--- src/rtl/mux_scan_pkg.sv ---
// Shared constants and state type for the scan controller and its data bank.
// Latency: n/a (declarations only).
// Backpressure: n/a (declarations only).
package mux_scan_pkg;

    localparam int NUM_CH = 8;
    localparam int SEL_W  = 3;

    typedef enum logic {
        IDLE = 1'b0,
        RUN  = 1'b1
    } state_t;

endpackage

--- src/rtl/reg_bank_8.sv ---
// Eight-word register bank that drives the selector data inputs.
// Latency: a write at an edge is visible on o_d* immediately after that edge.
// Backpressure: none; every write is accepted.
module reg_bank_8
    import mux_scan_pkg::*;
#(
    parameter int N = 4
) (
    input  logic             i_clk,
    input  logic             i_rst_n,
    input  logic             i_we,
    input  logic [SEL_W-1:0] i_waddr,
    input  logic [N-1:0]     i_wdata,
    output logic [N-1:0]     o_d0,
    output logic [N-1:0]     o_d1,
    output logic [N-1:0]     o_d2,
    output logic [N-1:0]     o_d3,
    output logic [N-1:0]     o_d4,
    output logic [N-1:0]     o_d5,
    output logic [N-1:0]     o_d6,
    output logic [N-1:0]     o_d7
);

    logic [N-1:0] r_mem [NUM_CH];

    // Single write port; the whole bank clears on reset.
    always_ff @(posedge i_clk or negedge i_rst_n) begin
        if (!i_rst_n) begin
            for (int k = 0; k < NUM_CH; k++) begin
                r_mem[k] <= '0;
            end
        end else if (i_we) begin
            r_mem[i_waddr] <= i_wdata;
        end
    end

    assign o_d0 = r_mem[0];
    assign o_d1 = r_mem[1];
    assign o_d2 = r_mem[2];
    assign o_d3 = r_mem[3];
    assign o_d4 = r_mem[4];
    assign o_d5 = r_mem[5];
    assign o_d6 = r_mem[6];
    assign o_d7 = r_mem[7];

endmodule

--- src/rtl/mux_scan_ctrl.sv ---
// Steps the 8:1 selector through channels 0..7 and captures z_in at the end of each dwell.
// Latency: channel k captured at edge t0+(k+1)*DWELL; sample_valid/done high the following cycle.
// Backpressure: none; samples are one-cycle pulses and must be taken when presented.
module mux_scan_ctrl
    import mux_scan_pkg::*;
#(
    parameter int N     = 4,
    parameter int DWELL = 4
) (
    input  logic             i_clk,
    input  logic             i_rst_n,
    input  logic             i_start,
    input  logic             i_stop,
    input  logic             i_cont,
    input  logic             i_we,
    input  logic [SEL_W-1:0] i_waddr,
    input  logic [N-1:0]     i_wdata,
    output logic [N-1:0]     o_d0,
    output logic [N-1:0]     o_d1,
    output logic [N-1:0]     o_d2,
    output logic [N-1:0]     o_d3,
    output logic [N-1:0]     o_d4,
    output logic [N-1:0]     o_d5,
    output logic [N-1:0]     o_d6,
    output logic [N-1:0]     o_d7,
    output logic [SEL_W-1:0] o_s,
    input  logic [N-1:0]     i_z_in,
    output logic [N-1:0]     o_sample,
    output logic [SEL_W-1:0] o_sample_ch,
    output logic             o_sample_valid,
    output logic             o_busy,
    output logic             o_done
);

    localparam int                CNT_W    = (DWELL > 1) ? $clog2(DWELL) : 1;
    localparam logic [CNT_W-1:0]  CNT_LAST = CNT_W'(DWELL - 1);
    localparam logic [SEL_W-1:0]  CH_LAST  = SEL_W'(NUM_CH - 1);

    state_t           r_state,  w_state_nxt;
    logic [CNT_W-1:0] r_cnt,    w_cnt_nxt;
    logic [SEL_W-1:0] r_s,      w_s_nxt;
    logic [N-1:0]     r_sample, w_sample_nxt;
    logic [SEL_W-1:0] r_ch,     w_ch_nxt;
    logic             r_vld,    w_vld_nxt;
    logic             r_busy,   w_busy_nxt;
    logic             r_done,   w_done_nxt;
    logic             r_cont,   w_cont_nxt;

    reg_bank_8 #(.N(N)) u_bank (
        .i_clk   (i_clk),
        .i_rst_n (i_rst_n),
        .i_we    (i_we),
        .i_waddr (i_waddr),
        .i_wdata (i_wdata),
        .o_d0    (o_d0),
        .o_d1    (o_d1),
        .o_d2    (o_d2),
        .o_d3    (o_d3),
        .o_d4    (o_d4),
        .o_d5    (o_d5),
        .o_d6    (o_d6),
        .o_d7    (o_d7)
    );

    // Register all controller state and outputs.
    always_ff @(posedge i_clk or negedge i_rst_n) begin
        if (!i_rst_n) begin
            r_state  <= IDLE;
            r_cnt    <= '0;
            r_s      <= '0;
            r_sample <= '0;
            r_ch     <= '0;
            r_vld    <= 1'b0;
            r_busy   <= 1'b0;
            r_done   <= 1'b0;
            r_cont   <= 1'b0;
        end else begin
            r_state  <= w_state_nxt;
            r_cnt    <= w_cnt_nxt;
            r_s      <= w_s_nxt;
            r_sample <= w_sample_nxt;
            r_ch     <= w_ch_nxt;
            r_vld    <= w_vld_nxt;
            r_busy   <= w_busy_nxt;
            r_done   <= w_done_nxt;
            r_cont   <= w_cont_nxt;
        end
    end

    // Next state: dwell counting, channel stepping, capture; stop overrides a capture.
    always_comb begin
        w_state_nxt  = r_state;
        w_cnt_nxt    = r_cnt;
        w_s_nxt      = r_s;
        w_sample_nxt = r_sample;
        w_ch_nxt     = r_ch;
        w_vld_nxt    = 1'b0;
        w_busy_nxt   = r_busy;
        w_done_nxt   = 1'b0;
        w_cont_nxt   = r_cont;
        case (r_state)
            IDLE: begin
                w_cnt_nxt  = '0;
                w_s_nxt    = '0;
                w_busy_nxt = 1'b0;
                if (i_start && !i_stop) begin
                    w_state_nxt = RUN;
                    w_busy_nxt  = 1'b1;
                    w_cont_nxt  = i_cont;
                end
            end
            RUN: begin
                if (i_stop) begin
                    w_state_nxt = IDLE;
                    w_cnt_nxt   = '0;
                    w_s_nxt     = '0;
                    w_busy_nxt  = 1'b0;
                end else if (r_cnt == CNT_LAST) begin
                    // z_in still reflects pre-write bank contents at this edge.
                    w_sample_nxt = i_z_in;
                    w_ch_nxt     = r_s;
                    w_vld_nxt    = 1'b1;
                    w_cnt_nxt    = '0;
                    w_s_nxt      = r_s + 1'b1;
                    if (!r_cont && (r_s == CH_LAST)) begin
                        w_state_nxt = IDLE;
                        w_s_nxt     = '0;
                        w_busy_nxt  = 1'b0;
                        w_done_nxt  = 1'b1;
                    end
                end else begin
                    w_cnt_nxt = r_cnt + 1'b1;
                end
            end
            default: begin
                w_state_nxt = IDLE;
            end
        endcase
    end

    assign o_s            = r_s;
    assign o_sample       = r_sample;
    assign o_sample_ch    = r_ch;
    assign o_sample_valid = r_vld;
    assign o_busy         = r_busy;
    assign o_done         = r_done;

endmodule

--- config.mk ---
export PLATFORM = sky130hd
export DESIGN_NAME = mux_scan_ctrl
export DESIGN_NICKNAME = d
export VERILOG_FILES = /design/src/rtl/mux_scan_pkg.sv /design/src/rtl/reg_bank_8.sv /design/src/rtl/mux_scan_ctrl.sv
export SDC_FILE = /design/constraint.sdc
export NUM_CORES = 1
export LEC_CHECK = 0
export BUFFER_PORTS_ARGS = -buffer_cell sky130_fd_sc_hd__buf_4
export CORE_MARGIN = 10
export CORE_UTILIZATION = 37
export DETAILED_ROUTE_END_ITERATION = 8
export PLACE_DENSITY_LB_ADDON = 0.2
export SYNTH_ARGS = -nofsm -noshare
export SYNTH_HDL_FRONTEND = slang
export SYNTH_SLANG_ARGS = --single-unit
--- constraint.sdc ---
create_clock -name i_clk -period 3.94 [get_ports i_clk]
set_input_delay 0.197 -clock i_clk [delete_from_list [all_inputs] [get_ports i_clk]]
set_output_delay 0.197 -clock i_clk [all_outputs]
set_load 0.05 [all_outputs]
==> metrics.md, run 1 <==
| Metric | Value |
|---|---|
| Synth Area in Compound Gates | 1.68% |
| CTS tree | built |
| Die area | 0.00852 mm² |
| Clock power share | 26.5% |
| Core box area | 0.00507 mm² |
| #FFs+latches synth | 49 |
| Largest family of logic cells by synthesized area | multiplexers |
| Fin. max-slew vios | 0 |
| CTS root buf | clkbuf_8 |
| Fmax | 676 MHz |
| Sw Ratio | 35.5% |
| GRT Total Usage | 10.6% |
| Largest area contributor in the netlist | dfrtp_1 |
| Number of global-route vias before repair | 1446 |
| Peak VDD IR | 216 µV |
| Number of port buffers | 61 |
| Area Growth Syn to Fin | 35.4% |
| Max FO, Critical Path | 9 |
| Std-Cell Rows | 26 |
| Vias | 1275 |
| NumNets Final | 214 |
| Tcrit/Tclk final | 37.6% |
| Startpoint Class | register |
| Core Util, Final | 51.7% |
| Worst skew pair latency | 300 ps |
| Antenna Nets Post-Route | 0 |
| Yosys warns | 0 |
| Avg Inst Size Synth | 15.4 µm² |
| Routed wire per std cell | 17.0 µm |
| Synth Net Count | 146 |
| Top Ports | 62 |
| Clk_skew | 3.75 ps |
| RePlAce Congestion | 0.780 |
| Synth area leaders | dfrtp_1 (63%), mux2_2 (23%), ha_1 (1.9%) |
| Power Density | 590 mW/mm² |
| Layout cell share with drive strength beyond 1 | 58.5% |
| Reg power frac | 40.2% |
| Cell count after synthesis | 126 |
| Starting density of the core | 38.1% |
| Mux contribution to synthesized area | 23.3% |
| Die Wd | 92.3 µm |
| Worst-path clk slew | 90 ps |
| Net Sw Power | 548 µW |
| Leak Pwr | 0.00126 µW |
| Initial antenna violation count | 0 |
| Detailed Route Iter0 Violations | 17 |
| Die Height | 92.3 µm |
| Worst Hold Slack | 71.3 ps |
| Post-Syn Area | 0.00194 mm² |
| Hold WC Path Type | primary input to register |
| Area share of the largest cell type after synthesis | 63.3% |
| Setup violations, final | 0 |
| Largest net degree at the start of global routing | 50 |
| Clock buffer depth | 2 |
| Worst slew pin tran | 607 ps |
| Internal power | 998 µW |
| Total grt overflow | 0 |
| Slew margin rel. | 59.5% |
| # clock sinks | 49 |
| Crit path capture type | register |
| Comb pwr share | 33.3% |
| Min Tclk post-route | 1480 ps |
| XOR/XNOR share of the synthesized area | 0% |
| Status | complete, no violations |
| Hold Vio Cnt, Final | 0 |
| H-tree depth | 2 |
| Sequential fraction of the synthesis area | 63.3% |
| Via-to-Cell Ratio | 4.81 |
| Crit path DAT | 1670 ps |
| Detailed Route WL | 4.51 mm |
| DRT Pass-1 Iters | 4 |
| RSZ-0062 raised after global routing | false |
| Setup CP Type | register to register |
| Global-route wire length before repair | 7.28 mm |
| Critical Path RT | 4130 ps |
| HPWL after detailed placement | 3.42 mm |
| Synth cell types | 20 |
| Num CTS Buffers | 5 |
| Setup TNS | 0 ps |
| DRC | 0 |
| Post-Synth Adder-Cell Area | 1.94% |
| Inserted Diodes | 0 |
| Simple-Gate Fraction of Synth Area | 9.37% |
| MaxCap Viol Count | 0 |
==> final timing paths <==
check	to	depth (start not counted)	startpoint	slack, ps
setup reg to reg	o_sample[1]$_DFFE_PN0P_	3	r_cnt[0]$_DFF_PN0_	2460
hold reg to reg	r_cnt[0]$_DFF_PN0_	1	r_cnt[0]$_DFF_PN0_	440
min in group asynchronous	u_bank.o_d3[1]$_DFFE_PN0P_	2	i_rst_n	450
hold / removal	r_state$_DFF_PN0_	2	i_stop	70
setup / recovery	o_sample[1]$_DFFE_PN0P_	3	r_cnt[0]$_DFF_PN0_	2460
max in group asynchronous	o_busy$_DFFE_PN0P_	2	i_rst_n	3070
==> placed cells by master (no fill, tap or decap), drive strengths merged <==
cell type	count
nand4	1
a311oi	1
nor2b	2
nand4b	3
mux2	40
nand3	2
bufinv	2
clkbuf	5
nor2	3
dfrtp	49
inv	1
nor3	2
buf	61
clkinv	1
and2	1
nand2	3
nand2b	6
nor3b	3
a31o	1
ha	3
dlygate4sd3	1
a21oi	3
nand3b	1
==> flip-flops by register name (all words and copies together), names as in the netlist, 2 cells and up <==
signal,count
u_bank.o_d2,4
o_sample_ch,3
o_s,3
u_bank.o_d4,4
r_cnt,2
u_bank.o_d7,4
u_bank.o_d5,4
u_bank.o_d3,4
o_sample,4
u_bank.o_d1,4
u_bank.o_d6,4
u_bank.o_d0,4
==> repair_timing <==
item                                   CTS  global route
endpoints found under the hold margin   49             0
resized for setup                        0             0
hold buffers                             1             0
setup buffers                            0             0
==> power groups by stage <==
stage	combinational [µW]	clock, µW	sequential [µW]
CTS	523	421	624
finish	515	410	622
global route	538	440	634
global placement	517	0	628
floorplan	76.8	0	890
detailed placement	522	0	634
==> metal layers <==
metal	track usage (%)	up-vias	routed length, µm
li1	-	580	-
met1	11.4	640	1860
met2	18.0	50	2220
met3	5.25	5	382
met4	3.08	0	46
met5	0	-	0
==> logic make-up after synthesis <==
kind of cell,count (synthesis)
AO/OA/AOI/OAI,5
adder cells (fa/ha/maj),3
buffers and inverters,2
flip-flops,49
multiplexers,40
AND/OR/NAND/NOR,27
==> metrics by stage <==
step | worst slack [ps] | total power (µW) | std cells | instance area, µm²
floorplan | 2360 | 967 | 126 | 1940
global placement | 2520 | 1150 | 256 | 2480
detailed placement | 2460 | 1160 | 256 | 2480
CTS | 2460 | 1570 | 265 | 2620
global route | 2390 | 1610 | 265 | 2620
finish | 2460 | 1550 | 265 | 2620
==> Yosys cell counts <==
| cell | number |
|---|---|
| and2_1 | 1 |
| nand2b_1 | 6 |
| dfrtp_1 | 49 |
| nor3b_1 | 1 |
| nand3_1 | 2 |
| nor2_1 | 3 |
| mux2_2 | 40 |
| clkbuf_1 | 1 |
| nor3_2 | 2 |
| a21oi_1 | 3 |
| nand4_1 | 1 |
| nand2_1 | 3 |
| nand3b_1 | 1 |
| ha_1 | 3 |
| a31o_2 | 1 |
| nor3b_2 | 2 |
| inv_1 | 1 |
| nor2b_1 | 2 |
| a311oi_1 | 1 |
| nand4b_1 | 3 |
==> critical path: stages (launching register included) <==
cell and delay, ps:
dfrtp_1 390, ha_1 290, nand2_1 300, mux2_2 390
==> layout make-up <==
cell class	instances	area, µm²
Multi-Input combinational cell	75	702
Clock buffer	5	68.8
Sequential cell	49	1230
Clock inverter	3	65.1
Tap cell	70	87.6
Timing Repair Buffer	62	468
Fill cell	491	2450
Inverter	1	3.75
(Power assumes the default switching activity.)
==> inputs of run 2 (changes only) <==
==> constraint.sdc (replaced) <==
create_clock -name i_clk -period 1.45 [get_ports i_clk]
set_input_delay 0.0725 -clock i_clk [delete_from_list [all_inputs] [get_ports i_clk]]
set_output_delay 0.0725 -clock i_clk [all_outputs]
set_load 0.05 [all_outputs]
==> run 2 against run 1 <==
Effect of this change:
- wire length grew 3.9%
- clock power grew 140%
- die area is the same
- sequential share of layout area shrank 0.63 points
- clock skew shrank 1.3 ps
- core utilization grew 0.81 points
- via count grew 2.5%
- combinational power grew to 2.7 times the previous value
- critical path type unchanged
==> metrics.md, run 2 (synthesis gave the netlist of run 1 again) <==
| Metric | Value |
|---|---|
| Status | complete, no violations |
| Most frequent cells in the layout | buf_4 (62), dfrtp_1 (47), mux2_2 (40) |
| # clock sinks | 49 (unchanged) |
| Min-Delay Startpoint | i_z_in[1] |
| Global-route wire length before repair | 7.51 mm (+3.1%) |
| Inserted Diodes | 0 (unchanged) |
| Top Ports | 62 (unchanged) |
| Std-Cell Rows | 26 (unchanged) |
| Min Tclk post-route | 1350 ps (-132 ps) |
| Clk_skew | 2.42 ps (-1.32 ps) |
| Fmax | 742 MHz (+9.8%) |
| Via-to-Cell Ratio | 4.84 (+0.61%) |
| Worst-path clk slew | 80 ps (about the same) |
| Power Density | 1540 mW/mm² (+160%) |
| FF-to-FF Start | o_s[0]$_DFFE_PN0P_ |
| Worst skew pair latency | 290 ps (about the same) |
| Most common cell after layout, fill and taps aside | buf_4 |
| CTS root buf | clkbuf_8 |
| Die Wd | 92.3 µm (unchanged) |
| Final Instance Area | 0.00266 mm² (+1.6%) |
| Hold Vio Cnt, Final | 0 (unchanged) |
| Final non-filler cell total | 270 (+1.9%) |
| Initial antenna violation count | 0 (unchanged) |
| Setup TNS | 0 ps (unchanged) |
| FF-to-FF End | o_busy$_DFFE_PN0P_ |
| Area Growth Syn to Fin | 37.6% |
| Core box area | 0.00507 mm² (unchanged) |
| Setup slack, reg-to-reg | 100 ps (-2360 ps) |
| Critical Path RT | 1640 ps (-2490 ps) |
| Layout cell share with drive strength beyond 1 | 59.0% (+0.54 points) |
| Dpl cell area | 0.00249 mm² (+0.40%) |
| Fill cells | 467 (-4.9%) |
| Tcrit/Tclk final | 93.0% (+55 points) |
| HPWL after detailed placement | 3.61 mm (+5.4%) |
| Largest net degree at the start of global routing | 50 (unchanged) |
| Antenna Nets Post-Route | 0 (unchanged) |
| H-tree depth | 2 (unchanged) |
| NumNets Final | 219 (+2.3%) |
| RePlAce Congestion | 0.739 (-5.3%) |
| Hold path depth | 2 (unchanged) |
| CTS tree | built |
| Placed cell count | 257 (+0.39%) |
| Crit path DAT | 1540 ps (-130 ps) |
| Number of port buffers | 61 (unchanged) |
| Worst slew pin tran | 604 ps (-3.28 ps) |
| Worst Hold End | o_sample[1]$_DFFE_PN0P_ |
| Slew margin rel. | 59.7% (+0.22 points) |
| Starting density of the core | 38.1% (unchanged) |
| MaxCap Viol Count | 0 (unchanged) |
| Die Height | 92.3 µm (unchanged) |
| Fin. max-slew vios | 0 (unchanged) |
| Detailed Route WL | 4.69 mm (+3.9%) |
| Number of global-route vias before repair | 1444 (-0.14%) |
| Startpoint Class | register |
| Routed wire per std cell | 17.4 µm (+2.0%) |
| Crit path capture type | register |
| Vias | 1307 (+2.5%) |
| Hold WC Path Type | primary input to register |
| Setup CP Type | register to register |
| Leak Pwr | 0.00127 µW (+0.88%) |
| Clock buffer depth | 2 (unchanged) |
| Max FO, Critical Path | 5 (-4) |
| RSZ-0062 raised after global routing | false |
| Peak VDD IR | 519 µV (+140%) |
| Die area | 0.00852 mm² (unchanged) |
| Total grt overflow | 0 (unchanged) |
| DRC | 0 (unchanged) |
| Reg2Reg Depth | 5 (+2) |
| Setup violations, final | 0 (unchanged) |
| Detailed Route Iter0 Violations | 35 (+18) |
| Num CTS Buffers | 5 (unchanged) |
| DRT Pass-1 Iters | 4 (unchanged) |
| GRT Total Usage | 11.0% (+0.45 points) |
## run 2: cell count changes in the layout (fill, tap and decap cells not counted)
cell,delta
dfrtp_2,+2
clkbuf_8,+1
nand2_2,+1
bufinv_16,-1
clkinv_2,-1
nand2_1,-1
a311oi_1,-1
dfrtp_1,-2
dlygate4sd3_1,+4
clkbuf_1,+1
buf_4,+1
a311oi_2,+1
## run 2: metrics by stage
step / setup slack, ps / hold WS (ps) / power [µW] / utilization [%]
after CTS: 56.7 / 2.54 / 4150 / 52.3
after detailed placement: 60.9 / 127 / 3150 / 49.0
after global placement: 117 / 110 / 3110 / 49.0
after floorplan: 8.04 / -223 / 2630 / -
after global routing: 7.99 / 7.62 / 4260 / 52.5
final: 102 / 11.1 / 4100 / 52.5
## run 2: worst max-delay path by stage
stage | slack [ps] | from | endpoint | cells past startpoint
after floorplan | 8 | o_s[2]$_DFFE_PN0P_ | o_busy$_DFFE_PN0P_ | 4
after global placement | 120 | r_cnt[0]$_DFF_PN0_ | o_sample_ch[0]$_DFFE_PN0P_ | 3
after detailed placement | 60 | r_cnt[0]$_DFF_PN0_ | o_sample_ch[2]$_DFFE_PN0P_ | 3
after CTS | 60 | r_cnt[0]$_DFF_PN0_ | o_sample_ch[2]$_DFFE_PN0P_ | 3
after global routing | 8 | r_state$_DFF_PN0_ | o_sample_ch[2]$_DFFE_PN0P_ | 3
final | 100 | o_s[0]$_DFFE_PN0P_ | o_busy$_DFFE_PN0P_ | 5
## run 2: layout make-up
cell class	count	area, µm²	area share, %
inverters	1	3.75	0.141
repair buffers	67	515	19.4
clock buffers	7	86.3	3.24
multi-input cells	75	711	26.7
well taps	70	87.6	3.29
flip-flops and latches	49	1230	46.1
clock inverters	1	30.0	1.13
## run 2: critical path: stages (launching register included)
cell and delay [ps]:
dfrtp_2 410, ha_1 170, ha_1 160, nor2b_1 200, nand2_1 70, a31o_2 240
## run 2: per-layer routing
metal	vias to the layer above	share of wire, %	GRT usage [%]
li1	594	-	-
met5	-	0	0
met2	47	50	18.5
met1	659	42	12.7
met3	7	6.6	3.79
met4	0	1.6	4.24
## run 2: report_power, final
part | internal (µW) | switching (µW)
registers | 1580 | 120
logic | 460 | 953
clock network | 562 | 426
total | 2600 | 1500
## run 2: timing repair
item,in CTS,in global routing
hold buffers,5,0
gates resized for setup,0,2
endpoints found under the setup margin,0,8
buffers inserted,0,0
hold endpoints to repair,53,0
==> inputs of run 3 (changes only) <==
--- a/config.mk
+++ b/config.mk
@@ -5,6 +5,7 @@
 export SDC_FILE = /design/constraint.sdc
 export NUM_CORES = 1
 export LEC_CHECK = 0
+export ABC_AREA = 1
 export BUFFER_PORTS_ARGS = -buffer_cell sky130_fd_sc_hd__buf_4
 export CORE_MARGIN = 10
 export CORE_UTILIZATION = 37
==> run 3 against run 2 <==
Effect of this change:
- via count up 21%
- die area down 0.71%
- total power down 5.3%
- clock skew up 2.7 ps
- synthesized cell count up 67%
- combinational power down 14%
- count of clock-buffer cells in the layout down 1
- wire length up 2.8%
- register-to-register slack better by 120 ps
- setup slack better by 120 ps
- clock power about the same
- sequential share of layout area up 0.19 points
==> metrics.md, run 3 <==
| Metric | Value |
|---|---|
| Most common cell after layout, fill and taps aside | nand2_1 |
| Critical Path RT | 1670 ps (+30 ps) |
| Post-synth EDFFs | 0 (unchanged) |
| Core box area | 0.00507 mm² (unchanged) |
| #FFs+latches synth | 49 (unchanged) |
| Routed wire per std cell | 13.6 µm (-22%) |
| Num CTS Buffers | 5 (unchanged) |
| Setup TNS | 0 ps (unchanged) |
| DRC | 0 (unchanged) |
| Tcrit/Tclk final | 84.6% (-8.4 points) |
| CP max-delay cell | dfrtp_1 |
| Yosys warns | 0 (unchanged) |
| Largest net degree at the start of global routing | 50 (unchanged) |
| RePlAce Congestion | 0.739 (about the same) |
| Worst skew pair latency | 300 ps (about the same) |
| Inserted Diodes | 0 (unchanged) |
| Startpoint Class | register |
| DRT Pass-1 Iters | 4 (unchanged) |
| Clock buffer depth | 2 (unchanged) |
| Met2 WL | 2.22 mm (-4.8%) |
| CP max stage delay | 420 ps (about the same) |
| Top FF cell, synth | dfrtp_1 |
| Final worst slack | 224 ps (+122 ps) |
| Area Growth Syn to Fin | 38.0% |
| Pwr Total | 3880 µW (-5.3%) |
| Layout cell share with drive strength beyond 1 | 26.0% (-33 points) |
| Detailed Route WL | 4.82 mm (+2.8%) |
| Hold WC Path Type | primary input to register |
| FF-to-FF Start | o_s[0]$_DFFE_PN0P_ |
| NumNets Final | 304 (+39%) |
| DP Worst Slack | 219 ps (+158 ps) |
| CTS tree | built |
| Number of port buffers | 61 (unchanged) |
| Via-to-Cell Ratio | 4.47 (-7.7%) |
| Leak Pwr | 0.00145 µW (+14%) |
| Most common cell in the netlist | nand2_1 |
| Antenna Nets Post-Route | 0 (unchanged) |
| Synth cell types | 12 (-40%) |
| Fmax | 815 MHz (+9.9%) |
| Cell count after synthesis | 210 (+67%) |
| Std-Cell Rows | 26 (unchanged) |
| Number of global-route vias before repair | 1641 (+14%) |
| Area share of the largest cell type after synthesis | 63.9% (+0.58 points) |
| Highest metal used | met4 |
| Max FO, Critical Path | 4 (-1) |
| Initial antenna violation count | 0 (unchanged) |
| Worst-path clk slew | 90 ps (about the same) |
| GRT Total Usage | 11.9% (+0.87 points) |
| Crit path capture type | register |
| Crit path DAT | 1450 ps (-90 ps) |
| Power Density | 1470 mW/mm² (-4.7%) |
| Synth Net Count | 230 (+58%) |
| Slew margin rel. | 59.4% (-0.31 points) |
| Setup slack, reg-to-reg | 220 ps (+120 ps) |
| CTS root buf | clkbuf_8 |
| RSZ-0062 raised after global routing | false |
| Buf/Inv on CP | 0 (unchanged) |
| H-tree depth | 2 (unchanged) |
| Detailed Route Iter0 Violations | 86 (+150%) |
| Post-Syn Area | 0.00192 mm² (-0.90%) |
| Min Tclk post-route | 1230 ps (-122 ps) |
| Die Wd | 92 µm (-0.36%) |
| Placed cell count | 341 (+33%) |
| Avg Inst Size Synth | 9.13 µm² (-41%) |
| Sequential fraction of the synthesis area | 63.9% (+0.58 points) |
| Final non-filler cell total | 355 (+31%) |
| Synth area leaders | dfrtp_1 (64%), nand2_1 (19%), o21ai_0 (7.3%) |
| HPWL after detailed placement | 3.56 mm (-1.3%) |
| Synth cell count leaders | nand2_1 (95), dfrtp_1 (49), o21ai_0 (28) |
| Vias | 1587 (+21%) |
| MaxCap Viol Count | 0 (unchanged) |
| Min-Delay Startpoint | i_wdata[2] |
| Worst path top cell family by delay | flip-flops |
| Fin. max-slew vios | 0 (unchanged) |
| Fill cells | 513 (+9.9%) |
| WL met3 | 364 µm (+18%) |
| Metal-1 WL | 2.17 mm (+9.8%) |
| Cell Chain, Critical Path | ha_1 > ha_1 > nand2_1 > nand2_1 > o21ai_0 |
| Async set or reset register ratio after synthesis | 100% (unchanged) |
| # clock sinks | 49 (unchanged) |
| Total grt overflow | 0 (unchanged) |
| Clk_skew | 5.09 ps (+2.67 ps) |
| Starting density of the core | 37.8% (-0.35 points) |
| Global-route wire length before repair | 8.29 mm (+10%) |
| Peak VDD IR | 588 µV (+13%) |
| Beginning of the critical path | o_s[0]$_DFFE_PN0P_ |
| CTS resizes | 0 (unchanged) |
| Setup CP Type | register to register |
| Setup Buffers After CTS | 0 (unchanged) |
| Top Ports | 62 (unchanged) |
| Die Height | 92 µm (-0.36%) |
| Hold Vio Cnt, Final | 0 (unchanged) |
| Status | complete, no violations |
| Most frequent cells in the layout | nand2_1 (95), buf_4 (62), dfrtp_1 (49) |
| Setup violations, final | 0 (unchanged) |
| Die area | 0.00846 mm² (-0.71%) |
| Worst slew pin tran | 608 ps (+4.62 ps) |
| Largest area contributor in the netlist | dfrtp_1 |
## run 3: cell types whose count changed after synthesis, sizes merged, moves of 3 or more
cell    previous run  this run
a21oi              3         0
inv                1        16
mux2              40         0
nor3b              3         0
nor2               3        12
nand2b             6         0
nand2              3        96
nand4b             3         0
o21ai              0        28
## run 3: timing repair
| action | 4_1_cts | 5_1_grt |
|---|---|---|
| endpoints found under the hold margin | 55 | 0 |
| endpoints found under the setup margin | 0 | 0 |
| hold buffers | 6 | 0 |
## run 3: stage by stage
stage / util (%) / instance area (µm²) / hold slack (ps)
finish: 52.1 / 2650 / 2.20
detailed placement: 48.6 / 2470 / 132
CTS: 52.1 / 2650 / 1.82
floorplan: - / 1920 / -223
global placement: 48.6 / 2470 / 131
global route: 52.1 / 2650 / 13.6
## run 3: cell type report
type / count / area [µm²] / share of cell area, %
Multi-Input combinational cell: 143 / 622 / 23.5
Sequential cell: 49 / 1230 / 46.3
Tap cell: 70 / 87.6 / 3.31
Inverter: 17 / 65.1 / 2.46
Clock buffer: 6 / 82.6 / 3.12
Clock inverter: 2 / 37.5 / 1.42
Timing Repair Buffer: 68 / 526 / 19.9
## run 3: final timing paths
kind,to,cells after the start
max reg2reg,o_s[2]$_DFFE_PN0P_,5
min reg2reg,r_cnt[0]$_DFF_PN0_,1
max in group asynchronous,r_cnt[0]$_DFF_PN0_,2
min,u_bank.o_d7[2]$_DFFE_PN0P_,3
min in group asynchronous,u_bank.o_d7[0]$_DFFE_PN0P_,2
max,o_s[2]$_DFFE_PN0P_,5
## run 3: layer usage
layer	up-vias	global-route usage, %
li1	805	-
met1	728	14.5
met2	46	18.8
met3	8	4.65
met4	0	4.24
met5	-	0
## run 3: cells by family (layout without fill, tap and decap cells)
logic type	count (synthesis)	count (layout)	share of synthesized area, %
and+or+nand+nor	112	112	23.2
buffers and inverters	18	93	3.65
DFF	49	49	63.9
AOI/OAI and AO/OA	28	28	7.31
adders and majority gates	3	3	1.96
## run 3: worst register-to-register path: stages, from the launching register on
cell and delay [ps]:
dfrtp_1 420, ha_1 220, ha_1 190, nand2_1 110, nand2_1 60, o21ai_0 140
## run 3: report_power, final
| part | switching [µW] | leakage [µW] | internal, µW | total, µW |
|---|---|---|---|---|
| Sequential | 105 | 0.000636 | 1550 | 1650 |
| Combinational | 870 | 0.000756 | 342 | 1210 |
| Clock | 456 | 0.0000574 | 561 | 1020 |
| Total | 1430 | 0.00145 | 2450 | 3880 |
